==> config.mk <==
export PLATFORM = sky130hd
export DESIGN_NAME = ext_int_ctrl
export DESIGN_NICKNAME = d
export VERILOG_FILES = /design/src/rtl/ext_int_ctrl_pkg.sv /design/src/rtl/ext_int_gateway.sv /design/src/rtl/ext_int_ctrl.sv
export SDC_FILE = /design/constraint.sdc
export NUM_CORES = 1
export LEC_CHECK = 0
export CAP_MARGIN = 40
export CELL_PAD_IN_SITES_DETAIL_PLACEMENT = 0
export CELL_PAD_IN_SITES_GLOBAL_PLACEMENT = 1
export CORE_MARGIN = 2
export CORE_UTILIZATION = 45
export CTS_CLUSTER_DIAMETER = 120
export DETAILED_ROUTE_END_ITERATION = 10
export PLACE_DENSITY_LB_ADDON = 0.1
export SETUP_SLACK_MARGIN = 0.5
export SKIP_LAST_GASP = 1
export SYNTH_ARGS = -nofsm -noshare
export SYNTH_HDL_FRONTEND = slang
export SYNTH_HIERARCHICAL = 1
export SYNTH_SLANG_ARGS = --single-unit
==> constraint.sdc <==
create_clock -name clk -period 29.5 [get_ports clk]
set_input_delay 7.375 -clock clk [delete_from_list [all_inputs] [get_ports clk]]
set_output_delay 7.375 -clock clk [all_outputs]
set_load 0.05 [all_outputs]
==> src/rtl/ext_int_ctrl_pkg.sv <==
// Shared definitions for the external interrupt controller: register map,
// per-source configuration record and the mcause code helper.
package ExtIntCtrl_Pkg;

  localparam int ID_W       = 5;
  localparam int CODE_W     = 27;
  localparam int PRIO_W_MAX = 8;

  localparam logic [5:0] ADDR_PENDING   = 6'h00;
  localparam logic [5:0] ADDR_ENABLE    = 6'h01;
  localparam logic [5:0] ADDR_TRIGGER   = 6'h02;
  localparam logic [5:0] ADDR_THRESHOLD = 6'h03;
  localparam logic [5:0] ADDR_CLAIM     = 6'h04;
  localparam logic [5:0] ADDR_PRIO_BASE = 6'h08;

  // prio is stored zero-extended to PRIO_W_MAX so the record is parameter-free.
  typedef struct packed {
    logic [PRIO_W_MAX-1:0] prio;
    logic                  enable;
    logic                  trigger;
  } src_cfg_t;

  function automatic logic [CODE_W-1:0] IdToCode(input logic [ID_W-1:0] id);
    return {{(CODE_W - ID_W){1'b0}}, id};
  endfunction

endpackage

==> src/rtl/ext_int_gateway.sv <==
// Per-source interrupt gateway: input synchronizer, edge detect and the
// pending / in_service flops driven by the claim/complete handshake.
module ext_int_gateway #(
  parameter int SYNC_STAGES = 2
) (
  input  logic clk,
  input  logic rst_sync,
  input  logic irq_raw,
  input  logic trigger,
  input  logic claim,
  input  logic complete,
  output logic pending,
  output logic in_service
);

  logic lvl;
  logic prev_lvl;
  logic rise;
  logic pending_d;
  logic in_service_d;

  if (SYNC_STAGES == 0) begin : g_nosync
    assign lvl = irq_raw;
  end else begin : g_sync
    logic [SYNC_STAGES-1:0] sync_q;

    always_ff @(posedge clk) begin
      if (rst_sync) begin
        sync_q <= '0;
      end else begin
        sync_q[0] <= irq_raw;
        for (int i = 1; i < SYNC_STAGES; i++) sync_q[i] <= sync_q[i-1];
      end
    end

    assign lvl = sync_q[SYNC_STAGES-1];
  end

  assign rise = lvl & ~prev_lvl;

  // Edge mode lets a fresh edge override a same-cycle claim so it is never lost;
  // level mode simply tracks the line whenever the source is not being serviced.
  always_comb begin
    in_service_d = (in_service & ~complete) | claim;
    if (trigger) pending_d = (rise & ~in_service) | (pending & ~claim);
    else         pending_d = lvl & ~in_service_d;
  end

  always_ff @(posedge clk) begin
    if (rst_sync) begin
      prev_lvl   <= 1'b0;
      pending    <= 1'b0;
      in_service <= 1'b0;
    end else begin
      prev_lvl   <= lvl;
      pending    <= pending_d;
      in_service <= in_service_d;
    end
  end

endmodule

==> src/rtl/ext_int_ctrl.sv <==
// Machine-mode external interrupt controller: per-source gateways, priority
// arbiter with threshold, register port with claim/complete, registered meip.
module ext_int_ctrl
  import ExtIntCtrl_Pkg::*;
#(
  parameter int NUM_SRC     = 16,
  parameter int PRIO_W      = 3,
  parameter int SYNC_STAGES = 2
) (
  input  logic               clk,
  input  logic               rst_sync,
  input  logic [NUM_SRC-1:0] irq_src,
  input  logic               reg_we,
  input  logic               reg_re,
  input  logic [5:0]         reg_addr,
  input  logic [31:0]        reg_wdata,
  output logic [31:0]        reg_rdata,
  output logic               meip,
  output logic [26:0]        custom_int_code
);

  src_cfg_t              cfg [NUM_SRC];
  logic [PRIO_W-1:0]     threshold;
  logic [NUM_SRC-1:0]    pending;
  logic [NUM_SRC-1:0]    in_service;
  logic [NUM_SRC-1:0]    claim;
  logic [NUM_SRC-1:0]    complete;
  logic [ID_W-1:0]       win_id;
  logic [PRIO_W_MAX-1:0] win_prio;
  logic                  sel_claim;
  logic                  wr_claim;
  logic [31:0]           rd_mux;
  logic                  unused_wdata;

  assign sel_claim    = reg_re && (reg_addr == ADDR_CLAIM);
  assign wr_claim     = reg_we && (reg_addr == ADDR_CLAIM);
  assign unused_wdata = ^reg_wdata;

  always_ff @(posedge clk) begin
    if (rst_sync) begin
      threshold <= '0;
      for (int i = 0; i < NUM_SRC; i++) cfg[i] <= '0;
    end else if (reg_we) begin
      if (reg_addr == ADDR_ENABLE)
        for (int i = 0; i < NUM_SRC; i++) cfg[i].enable <= reg_wdata[i];
      if (reg_addr == ADDR_TRIGGER)
        for (int i = 0; i < NUM_SRC; i++) cfg[i].trigger <= reg_wdata[i];
      if (reg_addr == ADDR_THRESHOLD)
        threshold <= reg_wdata[PRIO_W-1:0];
      for (int i = 0; i < NUM_SRC; i++)
        if (reg_addr == ADDR_PRIO_BASE + 6'(i))
          cfg[i].prio <= PRIO_W_MAX'(reg_wdata[PRIO_W-1:0]);
    end
  end

  for (genvar i = 0; i < NUM_SRC; i++) begin : g_src
    assign claim[i]    = sel_claim && (win_id == ID_W'(i + 1));
    assign complete[i] = wr_claim && (reg_wdata[ID_W-1:0] == ID_W'(i + 1));

    ext_int_gateway #(.SYNC_STAGES(SYNC_STAGES)) u_gw (
      .clk        (clk),
      .rst_sync   (rst_sync),
      .irq_raw    (irq_src[i]),
      .trigger    (cfg[i].trigger),
      .claim      (claim[i]),
      .complete   (complete[i]),
      .pending    (pending[i]),
      .in_service (in_service[i])
    );
  end

  // Ascending scan with a strict compare keeps the lowest ID on priority ties.
  always_comb begin
    win_id   = '0;
    win_prio = '0;
    for (int i = 0; i < NUM_SRC; i++) begin
      if (pending[i] && cfg[i].enable && (cfg[i].prio > PRIO_W_MAX'(threshold)) &&
          (cfg[i].prio > win_prio)) begin
        win_id   = ID_W'(i + 1);
        win_prio = cfg[i].prio;
      end
    end
  end

  always_comb begin
    rd_mux = '0;
    case (reg_addr)
      ADDR_PENDING:   rd_mux = 32'(pending);
      ADDR_ENABLE:    for (int i = 0; i < NUM_SRC; i++) rd_mux[i] = cfg[i].enable;
      ADDR_TRIGGER:   for (int i = 0; i < NUM_SRC; i++) rd_mux[i] = cfg[i].trigger;
      ADDR_THRESHOLD: rd_mux = 32'(threshold);
      ADDR_CLAIM:     rd_mux = 32'(win_id);
      default: begin
        for (int i = 0; i < NUM_SRC; i++)
          if (reg_addr == ADDR_PRIO_BASE + 6'(i)) rd_mux = 32'(cfg[i].prio);
      end
    endcase
  end

  // Output register stage
  always_ff @(posedge clk) begin
    if (rst_sync) begin
      meip            <= 1'b0;
      custom_int_code <= '0;
      reg_rdata       <= '0;
    end else begin
      meip            <= (win_id != '0);
      custom_int_code <= IdToCode(win_id);
      if (reg_re) reg_rdata <= rd_mux;
    end
  end

endmodule
==> impl_metrics.ini <==
[outcome]
status = finished clean

[critical_path]
critPathArrivalTime_ps = 26100
max_stage_delay_ps = 610
cp_max_fo = 16
ff2ff_setup_slack_ps = 3710
cp_dominant_cell_by_count = ha_1
critical_setup_path_class = flip-flop to flip-flop
timing.rr.end = g_src[9].u_gw/pending
startpoint_type = flip-flop
timing.reg2reg.worst_path_depth = 115
critical_path.endpoint_type = flip-flop
critical_path.reg2reg.startpoint = threshold[2]
critPathSlowestCell = a221oi_2
timing.critical_path.required_ps = 29810

[final_layout]
drive_gt1_share_pct = 9.219
layout.cell_area.non_filler_mm2 = 0.01325
final_instance_count_without_filler_cells = 1675
sequential_cell_area_mm2 = 0.004404
number_of_antenna_repair_diodes = 0
synthToLayoutAreaGrowth_pct = 13.51
multi_input_area_mm2 = 0.006795
nFillCells = 2380
fin_nets = 1476

[route]
vias_per_inst = 5.715
drt-total-wl_um = 33250
drt_iter0_drc = 812
wl_per_cell_um = 19.85
routed-via-count = 9572
count_of_unresolved_drc_violations_after_routing = 0
detail_route.first_pass.iterations = 5
postRouteAntennaNets = 0

[power]
pwrdens_mw_per_mm2 = 45.68
static-leakage-power_uw = 0.005024
share_comb_of_total_power_pct = 14.9
power_frac_clock_pct = 38.2
power_switching_uw = 183.0
power.switching_fraction_pct = 30.23
seq_power_share_pct = 46.9
power.ir.vdd_worst_mv = 0.03980
p_int_uw = 422.2

[placement]
numPlacedInstances = 1643
routabilityCongestion = 0.8183
dp_slack_ps = 3919
post-dp-hpwl_um = 24520
io_buffer_count = 63
postPlaceCellArea_mm2 = 0.01265

[clock_tree]
clk-insertion-delay-late_ps = 440
cts.reportedPaths.clkPinSlew_ps = 80
cts_buffers = 17
cts_tree = yes
count_of_hold_buffers_inserted_by_post_cts_repair = 0
cts.htree.levels = 4
clock_tree.buffer_depth = 2
post-cts-setup-buffer-count = 0
clock-sinks = 185
cts-resized-gates = 0
clock_tree.root_cell = clkbuf_16

[grt]
maximum_number_of_pins_on_one_net_before_global_route_repair = 51
wire_length_of_the_first_global_routing_pass_um = 51590
initial_antenna_violation_count = 0
grt_overflow = 0
grt_util_all_layers_pct = 25.11
number_of_global_route_vias_before_repair = 9063

[synth]
synthArstFlopShare_pct = 0
register_area_share_after_synthesis_pct = 37.73
distinct_cell_type_count_after_synthesis = 82
synth_edf_count = 70
synthFlopType = dfxtp_1
synth-seq-cells = 185
synth-warning-count = 6
synth_area_mm2 = 0.01167
syn_inst = 1268
syn_avg_cell_area_um2 = 9.205

[timing]
final_min_period_over_clock_period_pct = 87.42
report.final.slew_viol_count = 0
hold_viol_final = 0
fmaxAchievable_ghz = 0.03878
final.setup.tns_ps = 0
maxSlewHeadroom_pct = 46.23
setup_repair_after_global_routing_missed_its_margin = no
period_needed_ps = 25790
fin_worst_hold_slack_ps = 438.7
worstMarginPinSlew_ps = 800.4
setup_ws_ps = 3710
setup_viol_count_final = 0
finalClockSkew_ps = 13.35

[floorplan]
floorplan.initialDensity_pct = 46.09
chipWidth_um = 165.1
boundaryPins = 118
core_mm2 = 0.02533
die_h_um = 165.1
std_cell_rows = 58
die_area_mm2 = 0.02724

[min_path]
hold_start = g_src[6].u_gw/g_sync.sync_q[0]
worst_hold_path.endpoint = g_src[6].u_gw/g_sync.sync_q[1]
hold_path_depth = 1
hold_path.class = flip-flop to flip-flop

[flow_run]
max_cap_viol_count = 0
[cell type report]
type / count / share of cell area, %
multi-input cells: 993 / 51.29
flip-flops and latches: 185 / 33.24
repair buffers: 82 / 6.299
clock buffers: 17 / 3.211
well taps: 330 / 3.116
inverters: 53 / 1.502
clock inverters: 15 / 1.341
[Yosys cell counts (19+ instances only)]
library cell / n / area (um2)
nand3b_1: 32 / 240.2
o21ai_0: 44 / 220.2
edfxtp_1: 70 / 2102
and2_1: 79 / 494.2
nor3_1: 19 / 95.09
buf_4: 38 / 285.3
nand3_1: 58 / 290.3
nor2_1: 123 / 461.7
nand2_1: 76 / 285.3
a21oi_1: 63 / 315.3
a31oi_1: 32 / 200.2
clkbuf_1: 29 / 108.9
nor2b_1: 73 / 456.7
dfxtp_1: 115 / 2302
ha_1: 86 / 1076
mux2i_1: 22 / 220.2
inv_1: 53 / 198.9
[per-stage QoR]
| step | total power, uW | util, % |
|---|---|---|
| 6_report | 605.2 | 52.31 |
| 5_1_grt | 629.5 | 52.31 |
| 4_1_cts | 607.5 | 52.31 |
| 3_5_place_dp | 379.1 | 49.93 |
| 3_3_place_gp | 376.5 | 49.36 |
| 2_1_floorplan | 351.2 | - |
[sequential cells by signal (all words and copies together), names as in the netlist]
register                  count
reg_rdata                    16
g_src.u_gw/g_sync.sync_q     32
g_src.u_gw/pending           16
g_src.u_gw/prev_lvl          16
cfg                          80
meip                          1
threshold                     3
custom_int_code               5
g_src.u_gw/in_service        16
[critical path, delay by kind of cell (launching register included)]
family / cells / cell delay (ps)
buffers and inverters: 11 / 1270
AO/OA/AOI/OAI: 42 / 9710
multiplexers: 5 / 1930
AND/OR/NAND/NOR: 41 / 7780
flip-flops: 1 / 390
adder cells (fa/ha/maj): 16 / 4560
[logic make-up (layout without fill, tap and decap cells)]
logic type                 after synthesis  in the layout  share of synthesized area [%]
other                                    1             38                        0.03213
AOI/OAI and AO/OA                      283            283                          17.32
adders and majority gates               86             86                          9.219
and+or+nand+nor                        550            550                          26.57
buffers and inverters                  127            167                          5.306
muxes                                   36             36                          3.816
DFF                                    185            185                          37.73
[per-layer routing]
metal,part of all wire (%),vias to the layer above,global-route usage (%)
met5,0,-,0
met3,5.5,40,3.197
li1,-,4669,-
met2,47,303,41.84
met4,1.9,0,6.838
met1,46,4560,34.40
[cell usage in the layout (no fill, tap or decap), types with 6 or more instances in the layout]
cell type / Yosys / routed
and3_1: 13 / 13
a21oi_1: 63 / 63
conb_1: 1 / 38
o21ba_2: 16 / 16
a22oi_1: 7 / 7
nor2_1: 123 / 120
a31oi_1: 32 / 32
o21ai_0: 44 / 44
mux2_2: 8 / 8
o21a_1: 13 / 13
mux2i_1: 22 / 22
or2_2: 6 / 6
ha_1: 86 / 86
and2_1: 79 / 79
nor2b_1: 73 / 73
nand4_1: 6 / 6
a22o_1: 10 / 10
nand3b_1: 32 / 32
clkbuf_16: 0 / 17
edfxtp_1: 70 / 70
dfxtp_1: 115 / 115
nand3_1: 58 / 58
o21bai_1: 16 / 16
or4b_1: 16 / 16
clkdlybuf4s50_1: 0 / 61
inv_1: 53 / 53
nor3_1: 19 / 19
o22ai_1: 10 / 10
buf_4: 38 / 11
nand2_1: 76 / 76
nor2b_4: 16 / 16
nand2b_1: 10 / 10
mux4_2: 6 / 6
[power groups by stage]
stage,clock (uW),combinational [uW],sequential [uW]
CTS,234,90.1,284
global placement,0,87.0,289
detailed placement,0,89.5,290
floorplan,0,63.1,288
global route,245,99.4,285
finish,231,90.1,284
[how the worst max path moves through the flow]
stage,depth (start not counted),from,endpoint,slack (ps)
finish,115,threshold[2],g_src[9].u_gw/pending,3710
global route,115,threshold[2],g_src[9].u_gw/pending,1700
CTS,115,threshold[2],g_src[5].u_gw/pending,3890
detailed placement,115,threshold[2],g_src[5].u_gw/pending,3920
global placement,112,threshold[2],g_src[3].u_gw/pending,3690
floorplan,111,threshold[1],g_src[5].u_gw/pending,7360
(Power assumes the default switching activity.)
